===== src/rtl/decode_hazard_unit_pkg.sv =====
// Shared types and constants for the decode-stage hazard unit.
// Entries describe one in-flight instruction's destination register.
package decode_hazard_unit_pkg;

    localparam int ADDR_WIDTH = 4;
    localparam logic [ADDR_WIDTH-1:0] PC_REG_NUM = 4'd15;
    localparam int NUM_STAGES = 3;

    typedef enum logic [1:0] {
        FWD_REGFILE = 2'd0,
        FWD_EX      = 2'd1,
        FWD_MEM     = 2'd2,
        FWD_WB      = 2'd3
    } fwd_sel_t;

    typedef struct packed {
        logic                  valid;
        logic [ADDR_WIDTH-1:0] dest;
        logic                  is_load;
    } hazard_entry_t;

    // The PC is read from the fetch path, so it never matches an in-flight writer.
    function automatic logic entry_match(hazard_entry_t entry, logic [ADDR_WIDTH-1:0] addr);
        return entry.valid && (entry.dest == addr) && (addr != PC_REG_NUM);
    endfunction

endpackage


===== src/rtl/decode_hazard_unit_if.sv =====
// Decoder <-> hazard unit signal bundle, plus read-only views of the tracked
// EX/MEM/WB entries. All signals are level-qualified per cycle; there is no handshake.
interface decode_hazard_unit_if;

    logic                                          instr_valid_i;
    logic [decode_hazard_unit_pkg::ADDR_WIDTH-1:0] reg_addr_1_i;
    logic [decode_hazard_unit_pkg::ADDR_WIDTH-1:0] reg_addr_2_i;
    logic [decode_hazard_unit_pkg::ADDR_WIDTH-1:0] reg_dest_addr_i;
    logic                                          use_1_i;
    logic                                          use_2_i;
    logic                                          writes_reg_i;
    logic                                          is_load_i;
    logic                                          flush_i;
    logic                                          hold_i;
    logic                                          stall_o;
    decode_hazard_unit_pkg::fwd_sel_t              fwd_sel_1_o;
    decode_hazard_unit_pkg::fwd_sel_t              fwd_sel_2_o;
    decode_hazard_unit_pkg::hazard_entry_t         ex_entry;
    decode_hazard_unit_pkg::hazard_entry_t         mem_entry;
    decode_hazard_unit_pkg::hazard_entry_t         wb_entry;

    modport master (
        output instr_valid_i, reg_addr_1_i, reg_addr_2_i, reg_dest_addr_i,
        output use_1_i, use_2_i, writes_reg_i, is_load_i, flush_i, hold_i,
        input  stall_o, fwd_sel_1_o, fwd_sel_2_o, ex_entry, mem_entry, wb_entry
    );

    modport slave (
        input  instr_valid_i, reg_addr_1_i, reg_addr_2_i, reg_dest_addr_i,
        input  use_1_i, use_2_i, writes_reg_i, is_load_i, flush_i, hold_i,
        output stall_o, fwd_sel_1_o, fwd_sel_2_o, ex_entry, mem_entry, wb_entry
    );

endinterface


===== src/rtl/decode_hazard_unit_operand_fwd_select.sv =====
// Forwarding select for one source operand against the EX/MEM/WB entries.
// Index 0 is EX (youngest); scanning oldest-first lets the youngest match win.
module decode_hazard_unit_operand_fwd_select
    import decode_hazard_unit_pkg::*;
(
    input  logic                  instr_valid,
    input  logic                  use_op,
    input  logic [ADDR_WIDTH-1:0] addr,
    input  hazard_entry_t         entries [NUM_STAGES],
    output fwd_sel_t              sel,
    output logic                  load_use
);

    logic src_is_load;

    always_comb begin
        sel         = FWD_REGFILE;
        src_is_load = 1'b0;
        for (int i = NUM_STAGES - 1; i >= 0; i--) begin
            if (instr_valid && use_op && entry_match(entries[i], addr)) begin
                sel         = fwd_sel_t'(2'(i + 1));
                src_is_load = entries[i].is_load;
            end
        end
        // Load data only exists at the end of MEM, so a load still in EX cannot be forwarded.
        load_use = (sel == FWD_EX) && src_is_load;
    end

endmodule


===== src/rtl/decode_hazard_unit.sv =====
// Decode-stage hazard unit: tracks in-flight destinations in a 3-deep shift
// pipeline and produces per-operand forwarding selects and a load-use stall.
module decode_hazard_unit
    import decode_hazard_unit_pkg::*;
(
    input  logic                 clk_i,
    input  logic                 reset_i,
    decode_hazard_unit_if.slave  dec
);

    hazard_entry_t pipe_q [NUM_STAGES];
    hazard_entry_t ex_next;
    fwd_sel_t      sel_1;
    fwd_sel_t      sel_2;
    logic          load_use_1;
    logic          load_use_2;
    logic          stall;

    decode_hazard_unit_operand_fwd_select u_sel_1 (
        .instr_valid (dec.instr_valid_i),
        .use_op      (dec.use_1_i),
        .addr        (dec.reg_addr_1_i),
        .entries     (pipe_q),
        .sel         (sel_1),
        .load_use    (load_use_1)
    );

    decode_hazard_unit_operand_fwd_select u_sel_2 (
        .instr_valid (dec.instr_valid_i),
        .use_op      (dec.use_2_i),
        .addr        (dec.reg_addr_2_i),
        .entries     (pipe_q),
        .sel         (sel_2),
        .load_use    (load_use_2)
    );

    // A flushed instruction is discarded anyway, so it must not stall the front end.
    assign stall = (load_use_1 || load_use_2) && !dec.flush_i && !reset_i;

    always_comb begin
        ex_next.valid   = dec.instr_valid_i && dec.writes_reg_i && !stall && !dec.flush_i;
        ex_next.dest    = dec.reg_dest_addr_i;
        ex_next.is_load = dec.is_load_i;
    end

    always_ff @(posedge clk_i) begin
        if (reset_i) begin
            for (int i = 0; i < NUM_STAGES; i++) begin
                pipe_q[i] <= '0;
            end
        end else if (!dec.hold_i) begin
            pipe_q[2] <= pipe_q[1];
            pipe_q[1] <= pipe_q[0];
            pipe_q[0] <= ex_next;
        end
    end

    // Tracked state is undefined until the reset edge, so outputs are forced idle.
    assign dec.stall_o     = stall;
    assign dec.fwd_sel_1_o = reset_i ? FWD_REGFILE : sel_1;
    assign dec.fwd_sel_2_o = reset_i ? FWD_REGFILE : sel_2;
    assign dec.ex_entry    = pipe_q[0];
    assign dec.mem_entry   = pipe_q[1];
    assign dec.wb_entry    = pipe_q[2];

endmodule


===== src/flat_wrapper.sv =====
// flat-port wrapper written by rule: the top's interface ports become plain ports
module decode_hazard_unit_flat import decode_hazard_unit_pkg::*;
  (clk_i, reset_i, dec_instr_valid_i, dec_reg_addr_1_i, dec_reg_addr_2_i, dec_reg_dest_addr_i, dec_use_1_i, dec_use_2_i, dec_writes_reg_i, dec_is_load_i, dec_flush_i, dec_hold_i, dec_stall_o, dec_fwd_sel_1_o, dec_fwd_sel_2_o, dec_ex_entry, dec_mem_entry, dec_wb_entry);
  decode_hazard_unit_if dec_i ();
  input  logic clk_i;
  input  logic reset_i;
  input wire logic [$bits(dec_i.instr_valid_i)-1:0] dec_instr_valid_i;
  input wire logic [$bits(dec_i.reg_addr_1_i)-1:0] dec_reg_addr_1_i;
  input wire logic [$bits(dec_i.reg_addr_2_i)-1:0] dec_reg_addr_2_i;
  input wire logic [$bits(dec_i.reg_dest_addr_i)-1:0] dec_reg_dest_addr_i;
  input wire logic [$bits(dec_i.use_1_i)-1:0] dec_use_1_i;
  input wire logic [$bits(dec_i.use_2_i)-1:0] dec_use_2_i;
  input wire logic [$bits(dec_i.writes_reg_i)-1:0] dec_writes_reg_i;
  input wire logic [$bits(dec_i.is_load_i)-1:0] dec_is_load_i;
  input wire logic [$bits(dec_i.flush_i)-1:0] dec_flush_i;
  input wire logic [$bits(dec_i.hold_i)-1:0] dec_hold_i;
  output wire logic [$bits(dec_i.stall_o)-1:0] dec_stall_o;
  output wire logic [$bits(dec_i.fwd_sel_1_o)-1:0] dec_fwd_sel_1_o;
  output wire logic [$bits(dec_i.fwd_sel_2_o)-1:0] dec_fwd_sel_2_o;
  output wire logic [$bits(dec_i.ex_entry)-1:0] dec_ex_entry;
  output wire logic [$bits(dec_i.mem_entry)-1:0] dec_mem_entry;
  output wire logic [$bits(dec_i.wb_entry)-1:0] dec_wb_entry;
  assign dec_i.instr_valid_i = dec_instr_valid_i;
  assign dec_i.reg_addr_1_i = dec_reg_addr_1_i;
  assign dec_i.reg_addr_2_i = dec_reg_addr_2_i;
  assign dec_i.reg_dest_addr_i = dec_reg_dest_addr_i;
  assign dec_i.use_1_i = dec_use_1_i;
  assign dec_i.use_2_i = dec_use_2_i;
  assign dec_i.writes_reg_i = dec_writes_reg_i;
  assign dec_i.is_load_i = dec_is_load_i;
  assign dec_i.flush_i = dec_flush_i;
  assign dec_i.hold_i = dec_hold_i;
  assign dec_stall_o = dec_i.stall_o;
  assign dec_fwd_sel_1_o = dec_i.fwd_sel_1_o;
  assign dec_fwd_sel_2_o = dec_i.fwd_sel_2_o;
  assign dec_ex_entry = dec_i.ex_entry;
  assign dec_mem_entry = dec_i.mem_entry;
  assign dec_wb_entry = dec_i.wb_entry;
  decode_hazard_unit u_core (.clk_i(clk_i), .reset_i(reset_i), .dec(dec_i));
endmodule

===== config.mk =====
export PLATFORM = sky130hd
export DESIGN_NAME = decode_hazard_unit_flat
export DESIGN_NICKNAME = d
export VERILOG_FILES = /design/src/rtl/decode_hazard_unit_pkg.sv /design/src/rtl/decode_hazard_unit_if.sv /design/src/rtl/decode_hazard_unit_operand_fwd_select.sv /design/src/rtl/decode_hazard_unit.sv /design/src/flat_wrapper.sv
export SDC_FILE = /design/constraint.sdc
export NUM_CORES = 1
export LEC_CHECK = 0
export CORE_ASPECT_RATIO = 0.7
export CORE_MARGIN = 1.5
export CORE_UTILIZATION = 25
export DETAILED_ROUTE_END_ITERATION = 8
export GPL_ROUTABILITY_DRIVEN = 0
export GPL_TIMING_DRIVEN = 0
export PLACE_DENSITY = 0.56
export SYNTH_ARGS = -nofsm -noshare
export SYNTH_HDL_FRONTEND = slang
export SYNTH_SLANG_ARGS = --single-unit

===== constraint.sdc =====
create_clock -name clk_i -period 2.55 [get_ports clk_i]
set_input_delay 0.3825 -clock clk_i [delete_from_list [all_inputs] [get_ports clk_i]]
set_output_delay 0.3825 -clock clk_i [all_outputs]
set_load 0.1 [all_outputs]

==> results.json <==
{
  "max-slew-margin-rel": 0.352,
  "hpwl_mm": 2.40,
  "tightestPinTransition_ps": 970,
  "nets": 186,
  "die_h_um": 57.1,
  "clk_latency_ps": 260,
  "final_common_cell": "clkdlybuf4s50_1",
  "ys_seq_area_frac": 0.345,
  "routed-via-count": 971,
  "crit_arrival_ps": 2080,
  "grt_pass1_wl_mm": 4.75,
  "clk_pin_slew_worst_paths_ps": 70,
  "grt-ovfl-total": 0,
  "io_pins": 44,
  "cts_sinks": 18,
  "place_area_um2": 1640,
  "antenna_cells": 0,
  "drc_errors": 0,
  "path_max_fanout": 4,
  "setup_viol": 0,
  "antenna_found_initial": 0,
  "cts_max_level": 1,
  "worstSetupStartpointType": "input port",
  "synth.ff_latch_count": 18,
  "drt-total-wl_mm": 3.05,
  "grt_max_degree": 11,
  "die_area_um2": 4580,
  "fin_skew_ps": 4.14,
  "crit_type": "input port to output port",
  "cp-end-kind": "output port",
  "p_leak_nw": 0.624,
  "wl_per_cell_um": 14.1,
  "syn_area_per_cell_um2": 8.93,
  "rsz0062_at_grt": "no",
  "grt_pass1_vias": 974,
  "clk_path_buf_depth": 2,
  "fp-row-count": 19,
  "syn2layout_area_growth_pct": 62.2,
  "drt_iter0_drc": 25,
  "start_util": 0.263,
  "cts_root_buffer": "clkbuf_8",
  "hold_class": "register to register",
  "final_core_util": 0.427,
  "final_cell_mix": "clkdlybuf4s50_1, xnor2_1, mux2i_1, nor2_1, dfxtp_4",
  "numPortBuffers": 42,
  "syn_nets": 138,
  "fin_area_um2": 1690,
  "cts_buffers": 3,
  "ant_nets": 0,
  "syn_area_um2": 1040,
  "cellPowerDensity_nw_per_um2": 415,
  "grtUsageTotal": 0.139,
  "fin_ws_ps": 88.9,
  "outcome": "completed",
  "cp_slowest_cell": "or4_4",
  "viasPerCell": 4.50,
  "crit_chain": "clkdlybuf4s50_1 > nand3_2 > or4_4 > a211oi_4 > buf_12",
  "fillerInstances": 377,
  "slew_viol_final": 0,
  "fin_crit_sh": 0.965,
  "hold_buffers": 0,
  "required_ps": 2170,
  "max_freq_ghz": 0.406,
  "core_area_um2": 3970,
  "finalHoldViolations": 0,
  "cts_tree": "done",
  "cap_viol_max_count": 0,
  "ir_drop_mv": 0.255,
  "netlist_instances": 117,
  "yosys_warnings": 0,
  "period_minus_slack_ps": 2460,
  "max_stage_delay_ps": 580,
  "first_pass_iters": 4,
  "fp.dieW_um": 80.3,
  "place_ws_ps": -1090,
  "drive_gt1_frac": 0.232,
  "synthDistinctLibCells": 22
}
[repair_timing]
| item | in CTS | in global routing |
|---|---|---|
| setup buffers | 0 | 1 |
| endpoints found under the setup margin | 5 | 1 |
| gates resized for setup | 45 | 0 |
[sequential cells by signal, summed over array words and instances (netlist names)]
register	count
u_core.dec.mem_entry	6
u_core.dec.wb_entry	6
u_core.dec.ex_entry	6
[layout make-up]
cell class,count,area [µm²],area share
Tap cell,52,65.1,0.0384
Clock buffer,3,41.3,0.0244
Clock inverter,1,3.75,0.00222
Timing Repair Buffer,43,427,0.252
Sequential cell,18,409,0.242
Buffer,4,17.5,0.0103
Multi-Input combinational cell,95,731,0.431
[worst max-delay path, delay by kind of cell]
| family | cells | cell delay, ps |
|---|---|---|
| buf+inv | 2 | 690 |
| simple gates | 2 | 700 |
| compound gates | 1 | 300 |
[metrics by stage]
step | setup TNS [ps] | hold slack, ps | instances | total power, mW
floorplan | -162 | 525 | 117 | 0.434
global placement | -4610 | 496 | 211 | 0.504
detailed placement | -4770 | 510 | 211 | 0.508
CTS | 0 | 535 | 215 | 0.714
global route | 0 | 564 | 216 | 0.735
finish | 0 | 527 | 216 | 0.703
[kinds of logic (layout without fill, tap and decap cells)]
group	after synthesis	in the layout	share of synthesized area
simple gates	48	48	0.232
xor+xnor	24	24	0.201
flops	18	18	0.345
mux	17	17	0.163
compound gates	6	6	0.0419
buf+inv	4	51	0.0168
[per-layer routing]
metal | part of all wire | vias to the layer above | global-route usage
met2 | 0.42 | 30 | 0.208
met3 | 0.063 | 2 | 0.0368
li1 | - | 493 | -
met1 | 0.51 | 446 | 0.201
met4 | 0.0069 | 0 | 0.0296
met5 | 0 | - | 0
[worst paths after layout]
| check | to | slack [ps] | from | cells past startpoint |
|---|---|---|---|---|
| setup / recovery | dec_fwd_sel_2_o[1] | 90 | dec_use_2_i | 5 |
| hold / removal | u_core.dec.wb_entry[5]$_SDFFE_PP0N_ | 530 | u_core.dec.wb_entry[5]$_SDFFE_PP0N_ | 2 |
| setup reg to reg | u_core.dec.ex_entry[5]$_SDFFE_PP0N_ | 1220 | u_core.dec.ex_entry[2]$_SDFFE_PP0N_ | 5 |
| hold reg to reg | u_core.dec.wb_entry[5]$_SDFFE_PP0N_ | 530 | u_core.dec.wb_entry[5]$_SDFFE_PP0N_ | 2 |
[Yosys cell counts]
| master | n | area [µm²] |
|---|---|---|
| nor3_1 | 4 | 20.0 |
| or4_4 | 2 | 22.5 |
| xnor2_1 | 22 | 193 |
| nand2_1 | 9 | 33.8 |
| a21oi_1 | 3 | 15.0 |
| o31a_1 | 1 | 8.76 |
| nand3_2 | 1 | 10.0 |
| o21a_1 | 1 | 7.51 |
| clkbuf_1 | 2 | 7.51 |
| nand4_1 | 2 | 12.5 |
| a211oi_2 | 1 | 12.5 |
| nand4bb_1 | 1 | 11.3 |
| dfxtp_1 | 18 | 360 |
| nor2_1 | 20 | 75.1 |
| nor3_2 | 1 | 10.0 |
| nand3_1 | 5 | 25.0 |
| nor4b_1 | 1 | 8.76 |
| or3_1 | 1 | 6.26 |
| buf_2 | 2 | 10.0 |
| nand3b_1 | 1 | 7.51 |
| xor2_1 | 2 | 17.5 |
| mux2i_1 | 17 | 170 |
[where the power goes]
part / switching (mW) / leakage (nW) / internal, mW
Sequential: 0.0159 / 0.157 / 0.283
Combinational: 0.123 / 0.444 / 0.0742
Clock: 0.0990 / 0.0231 / 0.107
Note: power is estimated with default switching activity, not from simulation.
